## src/rtl/sudoku_pkg.sv

```systemverilog
// sudoku_pkg: board geometry, visibility codes and loader states shared by selector, loader and board.
package sudoku_pkg;
  localparam int CELLS  = 81;
  localparam int CELL_W = 4;
  localparam int VIS_W  = 2;
  localparam logic [VIS_W-1:0] VIS_HIDDEN = 2'b00;
  localparam logic [VIS_W-1:0] VIS_GIVEN  = 2'b01;
  typedef enum logic [1:0] {ST_IDLE, ST_CAPTURE, ST_LOAD, ST_DONE} load_state_t;
endpackage

```

## src/rtl/map_cell_check.sv

```systemverilog
// map_cell_check: classifies one cell and derives its locked flag and displayed value.
module map_cell_check
  import sudoku_pkg::*;
(
  input  logic [CELL_W-1:0] solution,
  input  logic [VIS_W-1:0]  visibility,
  output logic              valid,
  output logic              locked,
  output logic [CELL_W-1:0] display_value
);
  assign locked        = visibility == VIS_GIVEN;
  assign valid         = solution >= 4'd1 && solution <= 4'd9 && (locked || visibility == VIS_HIDDEN);
  assign display_value = locked ? solution : '0;
endmodule

```

## src/rtl/map_loader.sv

```systemverilog
// map_loader: snapshots the selected map, streams it cell by cell into the board write port,
// and reports clue count, validity and a one-cycle completion pulse.
module map_loader
  import sudoku_pkg::*;
(
  input  logic                    clk,
  input  logic                    reset,
  input  logic                    start,
  input  logic [CELLS*CELL_W-1:0] selected_map,
  input  logic [CELLS*VIS_W-1:0]  selected_visibility,
  output logic                    busy,
  output logic                    wr_en,
  output logic [6:0]              wr_addr,
  output logic [CELL_W-1:0]       wr_value,
  output logic [CELL_W-1:0]       wr_solution,
  output logic                    wr_locked,
  output logic                    map_loaded,
  output logic [6:0]              clue_count,
  output logic                    map_error
);
  load_state_t state, state_nx;
  logic [6:0] idx;
  logic [CELLS*CELL_W-1:0] snap_map;
  logic [CELLS*VIS_W-1:0] snap_vis;
  logic [CELL_W-1:0] cur_sol, cur_disp;
  logic [VIS_W-1:0] cur_vis;
  logic cur_valid, cur_locked, load, last;
  assign cur_sol = snap_map[CELL_W*idx +: CELL_W];
  assign cur_vis = snap_vis[VIS_W*idx +: VIS_W];
  map_cell_check u_check (
    .solution      (cur_sol),
    .visibility    (cur_vis),
    .valid         (cur_valid),
    .locked        (cur_locked),
    .display_value (cur_disp)
  );
  assign load = state == ST_LOAD;
  assign last = idx == 7'(CELLS - 1);
  always_comb
    state_nx = state == ST_IDLE    ? (start ? ST_CAPTURE : ST_IDLE) :
               state == ST_CAPTURE ? ST_LOAD :
               state == ST_LOAD    ? (last ? ST_DONE : ST_LOAD) : ST_IDLE;
  always_ff @(posedge clk or posedge reset)
    if (reset) begin
      state      <= ST_IDLE;
      idx        <= '0;
      snap_map   <= '0;
      snap_vis   <= '0;
      clue_count <= '0;
      map_error  <= 1'b0;
    end else begin
      state <= state_nx;
      if (state == ST_CAPTURE) begin
        snap_map   <= selected_map;
        snap_vis   <= selected_visibility;
        idx        <= '0;
        clue_count <= '0;
        map_error  <= 1'b0;
      end else if (load) begin
        idx        <= last ? idx : idx + 7'd1;
        clue_count <= clue_count + 7'(cur_locked);
        map_error  <= map_error | ~cur_valid;
      end
    end
  // Write port is forced to zero outside LOAD so the stale snapshot never leaks out.
  assign busy        = state != ST_IDLE;
  assign wr_en       = load;
  assign wr_addr     = load ? idx : '0;
  assign wr_value    = load ? cur_disp : '0;
  assign wr_solution = load ? cur_sol : '0;
  assign wr_locked   = load & cur_locked;
  assign map_loaded  = state == ST_DONE;
endmodule

```

## config.mk

```make
export PLATFORM = sky130hd
export DESIGN_NAME = map_loader
export DESIGN_NICKNAME = d
export VERILOG_FILES = /design/src/rtl/sudoku_pkg.sv /design/src/rtl/map_cell_check.sv /design/src/rtl/map_loader.sv
export SDC_FILE = /design/constraint.sdc
export NUM_CORES = 1
export LEC_CHECK = 0
export CAP_MARGIN = 0
export CELL_PAD_IN_SITES_DETAIL_PLACEMENT = 2
export CELL_PAD_IN_SITES_GLOBAL_PLACEMENT = 2
export CORE_MARGIN = 4
export CORE_UTILIZATION = 35
export DETAILED_ROUTE_END_ITERATION = 6
export GPL_TIMING_DRIVEN = 0
export PLACE_DENSITY = 0.77
export RECOVER_POWER = 100
export SKIP_CTS_REPAIR_TIMING = 1
export SYNTH_ARGS = -nofsm -noshare
export SYNTH_HDL_FRONTEND = slang
export SYNTH_SLANG_ARGS = --single-unit
```

## constraint.sdc

```tcl
create_clock -name clk -period 21.8 [get_ports clk]
set_clock_uncertainty 0.1 [all_clocks]
set_input_delay 5.45 -clock clk [delete_from_list [all_inputs] [get_ports clk]]
set_output_delay 5.45 -clock clk [all_outputs]
set_load 0.03 [all_outputs]
```

==> out/metrics.cfg, run 1 <==
[status]
status=finished, violations left
violations=capacitance limit, slew limit

[clock_network]
clkLatencyLatePin_ns=0.61
cts_tree=done
root_buffer=clkbuf_16
clockBufferDepth=3
clk_pin_slew_ns=0.06
clock_sinks=503
numCtsBuffers=57
htree_levels=2

[synth]
syn_area_per_cell_um2=15.8
synth_compound_area_frac=0.0254
async_flop_share=1.00
synth_area_um2=23000
ys_warn_count=0
synth_top_family_by_area=multiplexers
ys.flop_type=dfrtp_1
synth.net_count=1955
ys_ff_latch=503
synthMuxAreaShare=0.375
synth_fa_ha_area_frac=0.00435
synth-edff-count=0
synthSimpleGateAreaFrac=0.0220
yosysUniqueCellTypes=60
seq_area_frac_synth=0.548
synthCells=1458
synth-xor-area-share=0.00152

[die]
start_util=0.355
die_h_um=264
die_x_um=264
core_region_area_um2=64700
pin_count=516
die_area_um2=69800
fp-row-count=93

[global_routing]
grt_pass1_wl_um=134000
grt_max_degree=130
track_usage=0.264
antenna_found_initial=92
first_global_vias=18600
grt_overflow=0

[placed_design]
postPlaceCellArea_um2=29300
io_buffers=515
dpl_worst_slack_ns=11.45
hpwl_um=71500
gp_congestion=0.827

[worst_setup_path]
cp.required_ns=20.65
cpLargestDelayFamily=buffers and inverters
slowest_stage=clkbuf_1
crit_chain=dlygate4sd3_1, clkinvlp_2, clkbuf_1
critPathArrivalTime_ns=12.49
endpoint_kind=async pin
cpPeakStageDelay_ns=4.99
worst-path-buf-inv=3
worst-path-max-fanout=129
start_kind=input pin
setup.worst_path.class=in2async

[route]
vias=16000
drt_iter0_markers=1026
dr.pass1.iters=5
drt-wirelength-per-cell_um=31.5
drcViolationCount=0
drtAntennaViolNets=0
detail_route.vias_per_cell=5.36
drt_wl_total_um=94100

[timing]
slew_headroom=-3.74
post-route-period-util=0.626
final_max_slew_viol_count=417
setup_viol=0
period_needed_ns=13.64
timing.fmax_ghz=0.0733
whs_ns=0.399
tightest_slew_ns=7.11
layout_setup_ws_ns=8.16
final_hold_viol_count=0
rsz0062_at_grt=false

[final_layout]
fill_cells=6103
layout_commonest_cell=dfrtp_1
finalNetCount=2533
area_growth_pct=35.8
multiInputGateArea_um2=9830
regArea_um2=12600
layout_common_cells=dfrtp_1 (503), dlygate4sd3_1 (501), mux2_2 (482), mux4_2 (124), clkbuf_1 (96)
final_area_um2=31200
drive_above_1_share=0.347

[flow_run]
max-cap-violations=6

[pwr]
p_leak_uw=0.0122
cellPowerDensity_nw_per_um2=70.4
vdd_drop_max_v=0.0000560

[hold_path]
hp-class=reg2reg

==> metal layers <==
metal,GRT usage,vias up,part of all wire
li1,-,6707,-
met1,0.313,8511,0.38
met2,0.458,550,0.52
met3,0.0752,206,0.068
met4,0.0955,34,0.031
met5,0,-,0.0022
==> state kept, by name, indices dropped and copies added (netlist names) <==
signal      cells
snap_map      324
snap_vis      162
clue_count      7
idx             7
state           2
map_error       1
==> cell usage after synthesis, types with 12 or more instances <==
master	instances	area share
nor2_1	22	0.0036
inv_1	17	0.0028
a21oi_1	13	0.0028
clkbuf_1	69	0.011
nand3_1	12	0.0026
dfrtp_1	503	0.55
mux2_2	492	0.24
mux4_2	124	0.12
mux2i_1	29	0.013
nand2_1	27	0.0044
buf_2	15	0.0033
==> worst register-to-register path, stage by stage, from the launching register on <==
cell and delay, ns:
dfrtp_1 0.43, buf_6 0.18, buf_8 0.20, buf_6 0.24, clkbuf_1 0.89, clkinv_1 0.92, mux2_1 0.63, nand2_1 0.09
o21ai_0 0.09, o41ai_1 1.51, nand4_1 0.22, a41oi_1 0.34
==> path summary, 6_finish.rpt <==
kind | start | to | slack (ns) | cells past startpoint
max | reset | snap_map[2] | 8.16 | 3
min | snap_map[213] | snap_map[213] | 0.40 | 1
max reg2reg | idx[0] | map_error | 15.84 | 11
min reg2reg | snap_map[213] | snap_map[213] | 0.40 | 1
max in group clk | idx[0] | wr_value[2] | 9.56 | 11
min in group asynchronous | reset | snap_map[308] | 5.81 | 2
==> power breakdown <==
group | internal, uW | switching, uW | total (uW)
Combinational | 124 | 84.2 | 209
Sequential | 985 | 31.9 | 1020
Clock | 573 | 400 | 973
==> per-stage QoR <==
step / TNS (ns) / total power, uW / cells / util
final: 0 / 2200 / 2989 / 0.483
after global routing: 0 / 2290 / 2965 / 0.482
after CTS: 0 / 2250 / 2936 / 0.482
after detailed placement: 0 / 1260 / 2832 / 0.453
after global placement: -1866.37 / 1250 / 2828 / 0.452
after floorplan: 0 / 1120 / 1458 / -
==> kinds of logic after synthesis <==
logic type / after synthesis
muxes: 645
AOI/OAI and AO/OA: 77
and+or+nand+nor: 100
xor gates and xnor gates: 4
buffers and inverters: 121
adders and majority gates: 8
DFF: 503
==> layout make-up <==
cell class,count,area share
antenna,53,0.00425
tap,855,0.0343
inverter,18,0.00220
clock inverter,15,0.00597
clock buffer,89,0.0537
multi-input combinational,834,0.315
buffer,103,0.0154
timing repair buffer,519,0.166
sequential,503,0.403
Power figures use the tool's default switching activity.
==> run 2, diff against run 1 <==
- clock period: 21.8 -> 13.9 ns (I/O delays scaled with it)
==> run 2 against run 1 <==
Compared with the run above:
- the run still ends with capacitance limit, slew limit left
- wire length about the same
- critical path depth increased by 8
- clock power increased by 52%
- combinational power increased by 59%
- setup slack got worse by 4.0 ns
- sequential power increased by 57%
- largest cell class unchanged
- via count increased by 0.17%
- utilization increased by 0.083 points
- cell count decreased by 0.13%
==> out/metrics.cfg, run 2 (same netlist as run 1, synthesis figures left out) <==
[status]
status=finished, violations left
violations=capacitance limit, slew limit

[timing]
timing.fmax_ghz=0.103
setup_viol=0  ; unchanged
tightest_slew_ns=2.41  ; -4.70 ns
whs_ns=0.402  ; +0.00298 ns
slew_headroom=-0.606  ; +3.13
fin_setup_tns_ns=0  ; unchanged
post-route-period-util=0.700
period_needed_ns=9.73
final_hold_viol_count=0  ; unchanged
final_max_slew_viol_count=292  ; -30%
rsz0062_at_grt=false

[final_layout]
final_area_um2=31300  ; +0.17%
layout_common_cells=dfrtp_1 (503), dlygate4sd3_1 (503), mux2_2 (484), mux4_2 (124), clkbuf_1 (93)
area_growth_pct=36.1
drive_above_1_share=0.352  ; +0.00444
largest_reg_flops=324  ; unchanged
top_regs=snap_map x324, snap_vis x162
finalNetCount=2543  ; +0.39%
largest-register=snap_map
fin_util=0.484  ; +0.000832

[global_routing]
antenna_found_initial=85  ; -7.6%
first_global_vias=18700  ; +0.64%
grt_max_degree=41  ; -68%
track_usage=0.264  ; +0.000742
grt_pass1_wl_um=134000  ; +0.59%
grt_overflow=0  ; unchanged

[clock_network]
clock_sinks=503  ; unchanged
clk_pin_slew_ns=0.06  ; about the same
htree_levels=2  ; unchanged
clockBufferDepth=3  ; unchanged
cts_tree=done
clkLatencyLatePin_ns=0.61  ; about the same
root_buffer=clkbuf_16
numCtsBuffers=57  ; unchanged

[route]
drt_wl_total_um=94000  ; about the same
dr.pass1.iters=4  ; -1
drcViolationCount=0  ; unchanged
drtAntennaViolNets=0  ; unchanged
drt_iter0_markers=900  ; -12%
vias=16000  ; +0.17%
drt-wirelength-per-cell_um=31.5  ; about the same
detail_route.vias_per_cell=5.37  ; +0.31%

[die]
die_area_um2=69800  ; unchanged
die_x_um=264  ; unchanged
start_util=0.355  ; unchanged
die_h_um=264  ; unchanged
pin_count=516  ; unchanged
fp-row-count=93  ; unchanged
core_region_area_um2=64700  ; unchanged

[pwr]
clkPwrFrac=0.434  ; -0.008
p_sw_uw=810  ; +57%
p_int_uw=2600  ; +54%
p_seq_frac=0.468  ; +0.005
cellPowerDensity_nw_per_um2=109  ; +55%
swShare=0.238  ; +0.00287
combPwrFrac=0.097  ; +0.002
p_leak_uw=0.0122  ; +0.34%
vdd_drop_max_v=0.0000832  ; +49%

[worst_setup_path]
worst-path-max-fanout=10  ; -92%
worst-path-buf-inv=5  ; +2
start_kind=register
critPathArrivalTime_ns=6.16  ; -6.33 ns
endpoint_kind=output port
cpLargestDelayFamily=buffers and inverters
setup.worst_path.class=reg2out
cpMostUsedCell=buf_2
crit_chain=buf_2, buf_2, buf_2, buf_2, mux2i_1, a22oi_1, nand3_1, o21ai_0, o41ai_1, nor2_1, dlygate4sd3_1
cp.required_ns=10.32  ; -10.33 ns
cpPeakStageDelay_ns=1.43  ; -3.56 ns
slowest_stage=o41ai_1

[flow_run]
max-cap-violations=9  ; +3

[placed_design]
hpwl_um=72400  ; +1.2%
io_buffers=515  ; unchanged
gp_congestion=0.831  ; +0.47%
postPlaceCellArea_um2=29500  ; +0.57%

[hold_path]
hp-class=reg2reg

==> run 2: final cells by class <==
| class | count | area, um2 |
|---|---|---|
| clock inverter | 11 | 72.6 |
| fill | 6116 | 33400 |
| sequential | 503 | 12600 |
| antenna | 44 | 110 |
| inverter | 18 | 68.8 |
| tap | 855 | 1070 |
| buffer | 103 | 484 |
| timing repair buffer | 529 | 5310 |
| clock buffer | 88 | 1740 |
| multi-input combinational | 834 | 9840 |
==> run 2: worst reg2reg max path: stages, from the launching register on <==
cell and delay (ns):
dfrtp_1 0.36, clkbuf_1 0.32, inv_1 0.29, clkbuf_1 1.11
clkbuf_1 0.96, nand2_1 0.17, a311o_1 0.40, a311oi_1 0.74
nor3_4 0.11, and2_0 0.18, ha_1 0.20, ha_1 0.23
nand3_1 0.14, nor2_1 0.08, mux2i_1 0.15, o22ai_1 0.09
==> run 2: worst paths after layout <==
kind                       slack (ns)             to  cells after the start          from
setup / recovery                 4.17    wr_value[2]                     11        idx[1]
hold / removal                   0.40   snap_vis[12]                      1  snap_vis[12]
setup reg to reg                 8.11  clue_count[6]                     15        idx[2]
hold reg to reg                  0.40   snap_vis[12]                      1  snap_vis[12]
max in group asynchronous        4.46   snap_map[42]                      7         reset
min in group asynchronous        3.49  snap_map[304]                      2         reset
==> run 2: power groups by stage <==
stage          Sequential [uW]  Clock, uW  Combinational, uW
2_1_floorplan             1620          0                136
6_report                  1600       1480                332
5_1_grt                   1600       1590                356
4_1_cts                   1590       1520                372
3_3_place_gp              1610          0                347
3_5_place_dp              1620          0                369
==> run 2: routing by layer <==
metal	track usage	share of wire	up-vias
met2	0.463	0.51	525
li1	-	-	6698
met3	0.0633	0.059	180
met5	0	0.0020	-
met4	0.0742	0.027	30
met1	0.327	0.40	8603
==> run 2: per-stage QoR <==
stage / worst slack [ns] / std cells / power (uW)
6_report: 4.17 / 2985 / 3410
5_1_grt: 3.27 / 2965 / 3550
4_1_cts: 4.78 / 2941 / 3480
3_5_place_dp: 5.47 / 2842 / 1990
3_3_place_gp: 0.205 / 2828 / 1960
2_1_floorplan: 3.50 / 1458 / 1750
